**config.mk**
```make
export PLATFORM = sky130hd
export DESIGN_NAME = snd_seq_ctrl
export DESIGN_NICKNAME = d
export VERILOG_FILES = /design/src/rtl/snd_seq_ctrl.sv
export SDC_FILE = /design/constraint.sdc
export NUM_CORES = 1
export LEC_CHECK = 0
export BUFFER_PORTS_ARGS = -buffer_cell sky130_fd_sc_hd__buf_2
export CORE_MARGIN = 2
export CORE_UTILIZATION = 45
export DETAILED_ROUTE_END_ITERATION = 12
export PLACE_DENSITY = 0.69
export RECOVER_POWER = 100
export SETUP_SLACK_MARGIN = 0.02
export SLEW_MARGIN = 15
export SYNTH_ARGS = -nofsm -noshare
export SYNTH_HDL_FRONTEND = slang
export SYNTH_SLANG_ARGS = --single-unit
```
**constraint.sdc**
```tcl
create_clock -name clk -period 3.6 [get_ports clk]
set_clock_uncertainty 0.2 [all_clocks]
set_input_delay 1.08 -clock clk [delete_from_list [all_inputs] [get_ports clk]]
set_output_delay 1.08 -clock clk [all_outputs]
set_load 0.05 [all_outputs]
```
**src/rtl/snd_seq_ctrl.sv**
```systemverilog
// Sound command sequencer: ROM walker driving tone-generator register writes.
// Optional build macro SND_SEQ_LOOP_EN: END restarts the program instead of finishing.
module snd_seq_ctrl #(
  parameter int                ADDR_W     = 13,
  parameter logic [ADDR_W-1:0] START_ADDR = 13'h0000,
  parameter logic [11:0]       TEMPO_RST  = 12'd1
) (
  input  logic              clk,
  input  logic              asyncrst,
  input  logic              start,
  input  logic              stop,
  input  logic              tick,
  output logic [ADDR_W-1:0] rom_addr,
  input  logic [15:0]       rom_data,
  output logic              wr_en,
  output logic [1:0]        wr_ch,
  output logic [1:0]        wr_sel,
  output logic [7:0]        wr_data,
  output logic              busy,
  output logic              done,
  output logic              err
);

  typedef enum logic [3:0] {
    IDLE,
    FETCH,
    RDWAIT,
    DECODE,
    OPFETCH,
    OPWAIT,
    KEYON,
    HOLD,
    KEYOFF,
    STOPPED
  } state_t;

  localparam logic [1:0] SEL_VOL  = 2'd0;
  localparam logic [1:0] SEL_INST = 2'd1;
  localparam logic [1:0] SEL_ON   = 2'd2;
  localparam logic [1:0] SEL_OFF  = 2'd3;

  state_t            state_q;
  logic [ADDR_W-1:0] pc_q;
  logic [11:0]       tempo_q;
  logic [11:0]       pcnt_q;
  logic [11:0]       cnt_q;
  logic              note_q;
  logic [1:0]        ch_q;
  logic [7:0]        arg_q;
  logic              wr_en_q;
  logic [1:0]        wr_ch_q;
  logic [1:0]        wr_sel_q;
  logic [7:0]        wr_data_q;
  logic              busy_q;
  logic              done_q;
  logic              err_q;

  logic [3:0]        op;
  logic [1:0]        ch;
  logic [7:0]        arg;
  logic [11:0]       n;
  logic              step_d;
  logic              pwrap_d;
  logic [ADDR_W-1:0] pc_d;
  logic              op_wait;
  logic              op_tempo;
  logic              op_vol;
  logic              op_inst;
  logic              op_note;
  logic              op_end;

  assign op  = rom_data[15:12];
  assign ch  = rom_data[9:8];
  assign arg = rom_data[7:0];
  assign n   = rom_data[11:0];

  assign op_wait  = (op == 4'h0);
  assign op_tempo = (op == 4'h1);
  assign op_vol   = (op == 4'h2);
  assign op_inst  = (op == 4'h3);
  assign op_note  = (op == 4'h4);
  assign op_end   = (op == 4'hF);

  // Adding one in ADDR_W bits wraps the last ROM word back to zero.
  assign pc_d    = pc_q + {{(ADDR_W-1){1'b0}}, 1'b1};
  assign pwrap_d = (pcnt_q == tempo_q - 12'd1);
  assign step_d  = busy_q && tick && pwrap_d;

  assign rom_addr = pc_q;
  assign wr_en    = wr_en_q;
  assign wr_ch    = wr_ch_q;
  assign wr_sel   = wr_sel_q;
  assign wr_data  = wr_data_q;
  assign busy     = busy_q;
  assign done     = done_q;
  assign err      = err_q;

  always_ff @(posedge clk or posedge asyncrst) begin
    if (asyncrst) begin
      state_q   <= IDLE;
      pc_q      <= START_ADDR;
      tempo_q   <= TEMPO_RST;
      pcnt_q    <= 12'd0;
      cnt_q     <= 12'd0;
      note_q    <= 1'b0;
      ch_q      <= 2'd0;
      arg_q     <= 8'd0;
      wr_en_q   <= 1'b0;
      wr_ch_q   <= 2'd0;
      wr_sel_q  <= 2'd0;
      wr_data_q <= 8'd0;
      busy_q    <= 1'b0;
      done_q    <= 1'b0;
      err_q     <= 1'b0;
    end else begin
      wr_en_q <= 1'b0;
      if (busy_q && tick) begin
        pcnt_q <= pwrap_d ? 12'd0 : pcnt_q + 12'd1;
      end
      if (stop) begin
        busy_q <= 1'b0;
        // A sounding note is silenced once on abort.
        if (state_q == KEYON || (state_q == HOLD && note_q)) begin
          wr_en_q   <= 1'b1;
          wr_ch_q   <= ch_q;
          wr_sel_q  <= SEL_OFF;
          wr_data_q <= 8'd0;
          state_q   <= STOPPED;
        end else begin
          state_q <= IDLE;
        end
      end else if (start && !busy_q) begin
        busy_q  <= 1'b1;
        done_q  <= 1'b0;
        err_q   <= 1'b0;
        tempo_q <= TEMPO_RST;
        pcnt_q  <= 12'd0;
        pc_q    <= START_ADDR;
        note_q  <= 1'b0;
        state_q <= FETCH;
      end else begin
        case (state_q)
          IDLE: state_q <= IDLE;
          STOPPED: state_q <= IDLE;
          FETCH: state_q <= RDWAIT;
          RDWAIT: state_q <= DECODE;
          DECODE: begin
            unique case (1'b1)
              op_wait: begin
                pc_q   <= pc_d;
                note_q <= 1'b0;
                cnt_q  <= n;
                state_q <= (n == 12'd0) ? FETCH : HOLD;
              end
              op_tempo: begin
                pc_q    <= pc_d;
                tempo_q <= (n == 12'd0) ? 12'd1 : n;
                pcnt_q  <= 12'd0;
                state_q <= FETCH;
              end
              op_vol, op_inst: begin
                pc_q      <= pc_d;
                wr_en_q   <= 1'b1;
                wr_ch_q   <= ch;
                wr_sel_q  <= op_vol ? SEL_VOL : SEL_INST;
                wr_data_q <= arg;
                state_q   <= FETCH;
              end
              op_note: begin
                pc_q    <= pc_d;
                ch_q    <= ch;
                arg_q   <= arg;
                state_q <= OPFETCH;
              end
              op_end: begin
`ifdef SND_SEQ_LOOP_EN
                pc_q    <= START_ADDR;
                state_q <= FETCH;
`else
                busy_q  <= 1'b0;
                done_q  <= 1'b1;
                state_q <= IDLE;
`endif
              end
              default: begin
                busy_q  <= 1'b0;
                err_q   <= 1'b1;
                state_q <= IDLE;
              end
            endcase
          end
          OPFETCH: state_q <= OPWAIT;
          OPWAIT: begin
            wr_en_q   <= 1'b1;
            wr_ch_q   <= ch_q;
            wr_sel_q  <= SEL_ON;
            wr_data_q <= arg_q;
            state_q   <= KEYON;
          end
          KEYON: begin
            // Duration word is still on rom_data here.
            pc_q   <= pc_d;
            note_q <= 1'b1;
            cnt_q  <= n;
            if (n == 12'd0) begin
              wr_en_q   <= 1'b1;
              wr_ch_q   <= ch_q;
              wr_sel_q  <= SEL_OFF;
              wr_data_q <= 8'd0;
              state_q   <= KEYOFF;
            end else begin
              state_q <= HOLD;
            end
          end
          HOLD: begin
            if (step_d) begin
              if (cnt_q == 12'd1) begin
                if (note_q) begin
                  wr_en_q   <= 1'b1;
                  wr_ch_q   <= ch_q;
                  wr_sel_q  <= SEL_OFF;
                  wr_data_q <= 8'd0;
                  state_q   <= KEYOFF;
                end else begin
                  state_q <= FETCH;
                end
              end else begin
                cnt_q <= cnt_q - 12'd1;
              end
            end
          end
          KEYOFF: begin
            note_q  <= 1'b0;
            state_q <= FETCH;
          end
          default: state_q <= IDLE;
        endcase
      end
    end
  end

endmodule

```
==> impl_metrics.csv <==
group,metric,value,unit
logic_synthesis,netlist_area,0.004527,mm^2
worst_setup_path,critPathKind,"flip-flop to flip-flop",
layout,final_common_cell,"dfrtp_1",
logic_synthesis,syn-num-nets,503,
timing,drv_slew,37,
logic_synthesis,synth.avg_cell_area,9.490,um^2
placement,dpl.hpwl,8168,um
worst_setup_path,startpoint_type,"flip-flop",
route,wl,11090,um
route,ant_nets,0,
timing,setup_viol,0,
grt,grt_max_degree,37,
route,drc_errors,0,
worst_setup_path,setup.worst_path.end_class,"flip-flop",
placement,place_congestion,0.9229,
clock_tree,cts_sinks,80,
route,wl_per_cell,16.56,um
run,drv_cap,1,
worst_setup_path,crit_required,3.62,ns
logic_synthesis,synth_cells,477,
layout,post_layout_nonfiller_instances,670,
outcome,violations,"max-capacitance violations, max-slew violations",
power,p_per_area,422.2,mW/mm^2
timing,rsz0062_at_grt,"false",
floorplan,start_util,46.31,%
layout,layout-drive-gt1-share,14.15,%
placement,port_buffers,49,
layout,antennaDiodeCount,0,
logic_synthesis,synth_top_flop_cell,"dfrtp_1",
clock_tree,clock_path_buffers,2,
route,drt_iter0_drc,282,
logic_synthesis,ys_seq_elements,80,
timing,tightest_slew,1.599,ns
clock_tree,holdBufCountCts,0,
power,ir_worst_vdd,228.6,uV
clock_tree,cts_setup_buffers,0,
clock_tree,htree_levels,3,
power,total_power,0.002196,W
worst_setup_path,critPathMaxFanout,7,
power,cellLeakagePower,2.302,nW
logic_synthesis,yosysUniqueCellTypes,67,
logic_synthesis,postSynth.asyncResetShare,100.0,%
grt,antenna_found_initial,0,
floorplan,die_w,104.3,um
timing,hold_viol_final,0,
timing,min_period,3.345,ns
timing,max_freq,298.9,MHz
route,via_count,3899,
placement,dp.cells,654,
layout,layout_common_cells,"dfrtp_1, nor2_1, clkbuf_1",
grt,overflow,0,
floorplan,die_h,104.3,um
logic_synthesis,ys_warn_count,0,
clock_tree,cts_made_buffers,9,
route,via_per_inst,5.819,
worst_setup_path,cp_data_arrival_time,3.36,ns
floorplan,core_area,0.009774,mm^2
grt,track_usage,21.46,%
grt,grt_pass1_wl,19180,um
clock_tree,cts_tree,"built",
logic_synthesis,ys_seq_area_share,44.25,%
grt,first_global_vias,3840,
timing,period_share,92.93,%
timing,max_slew_margin,-7.180,%
floorplan,io_pins,50,
layout,syn2layout_area_growth,14.90,%
floorplan,rows,36,
hold_path,hold_class,"flip-flop to flip-flop",
clock_tree,clock-root-buffer,"clkbuf_8",
timing,tns,0,ns
clock_tree,clk_latency,0.36,ns
floorplan,fp.dieArea,0.01088,mm^2
layout,finalNetCount,558,
logic_synthesis,synth_edf_count,0,
outcome,status,"finished, violations left",
clock_tree,path_clk_slew,0.08,ns
route,dr.pass1.iters,5,
worst max-delay path: stages, from the launching register on:
cell      delay (ns)
dfrtp_1         0.39
buf_4           0.16
or4_1           0.54
nor3_1          0.28
and4bb_2        0.27
a22oi_1         0.08
clkbuf_1        0.16
or4_1           0.71
nor4_1          0.32
o22ai_1         0.10
cell families after synthesis:
logic type / after synthesis / share of synthesized area (%)
adder cells (fa/ha/maj): 5 / 1.382
XOR/XNOR: 34 / 6.578
flip-flops: 80 / 44.25
AND/OR/NAND/NOR: 190 / 21.84
buffers and inverters: 40 / 3.455
AO/OA/AOI/OAI: 105 / 16.80
multiplexers: 23 / 5.694
stage by stage:
step,utilization [%],worst slack [ns],instance area (um^2),hold WS [ns]
final,53.21,0.2547,5201,0.2936
after global routing,53.21,0.05883,5201,0.3206
after floorplan,-,0.2699,4527,0.2767
after global placement,51.05,0.06690,4990,0.2728
after detailed placement,51.05,0.02252,4990,0.2741
after CTS,53.90,0.1885,5269,0.2915
final timing paths:
kind	end	cells past startpoint	startpoint	slack, ns
worst max-delay path	cnt_q[11]$_DFFE_PP0P_	9	tempo_q[2]$_DFFE_PP0P_	0.25
worst min-delay path	done$_DFFE_PP0P_	1	done$_DFFE_PP0P_	0.29
worst max register to register	cnt_q[11]$_DFFE_PP0P_	9	tempo_q[2]$_DFFE_PP0P_	0.25
worst min register to register	done$_DFFE_PP0P_	1	done$_DFFE_PP0P_	0.29
max in group asynchronous	done$_DFFE_PP0P_	3	asyncrst	1.09
min in group asynchronous	rom_addr[6]$_DFFE_PP0P_	2	asyncrst	0.88
synthesized netlist by cell type (2+ instances only):
master     number  share of area, %
ha_1            5               1.4
a21o_1          4              0.66
a2bb2oi_1       3              0.58
o22ai_1         4              0.55
o31ai_1         2              0.33
or3_1           8               1.1
and2_1          5              0.69
xor2_1         18               3.5
nand4_1        11               1.5
a21oi_1        23               2.5
o21ai_0        13               1.4
a31oi_1         3              0.41
a22oi_1         4              0.66
or2_2           2              0.28
nand2b_1        4              0.55
a211oi_1        6              0.99
or4_1           4              0.66
and3_1          6              0.83
o22a_1          2              0.39
nand3_1        22               2.4
mux2_1          7               1.7
a22o_1         19               3.7
a41o_1          2              0.44
mux2_2         15               3.7
nor3_1         15               1.7
inv_1          15               1.2
o211ai_1        2              0.33
and4_1          3              0.58
dfrtp_1        79                44
nor2b_1         2              0.28
nor2_1         54               4.5
nor4_2          2              0.55
buf_2           2              0.22
xnor2_1        16               3.1
clkbuf_1       20               1.7
nor4b_1         2              0.39
buf_1           2              0.17
nand2_1        32               2.7
nor4_1         11               1.5
routing by layer:
layer	track usage (%)	share of wire, %
met5	0	0
met4	7.239	2.0
met3	3.446	5.1
met2	34.59	48
met1	29.43	45
power breakdown:
| group | leakage, nW | switching (W) | total, W | internal [W] |
|---|---|---|---|---|
| registers | 1.08 | 0.0000468 | 0.000984 | 0.000937 |
| logic | 1.09 | 0.000209 | 0.000314 | 0.000105 |
| clock network | 0.134 | 0.000346 | 0.000898 | 0.000552 |
sequential cells by signal, indices dropped and copies added (netlist names):
signal / cells
busy: 1
note_q: 1
tempo_q: 12
ch_q: 2
done: 1
wr_en: 1
arg_q: 8
wr_sel: 2
cnt_q: 12
pcnt_q: 12
state_q: 4
wr_ch: 2
rom_addr: 13
wr_data: 8
err: 1
cell type report:
| cell class | instances | area (um^2) |
|---|---|---|
| flip-flops and latches | 80 | 2003 |
| clock inverters | 5 | 128.9 |
| repair buffers | 69 | 336.6 |
| multi-input cells | 357 | 2367 |
| clock buffers | 11 | 141.4 |
| inverters | 15 | 57.56 |
| fillers | 918 | 4573 |
| well taps | 133 | 166.4 |
what timing repair did:
| item | 4_1_cts | 5_1_grt |
|---|---|---|
| endpoints found under the hold margin | 0 | 0 |
| resized for setup | 1 | 1 |
| endpoints found under the setup margin | 3 | 3 |
No activity file was read; power rests on OpenSTA's default activity.
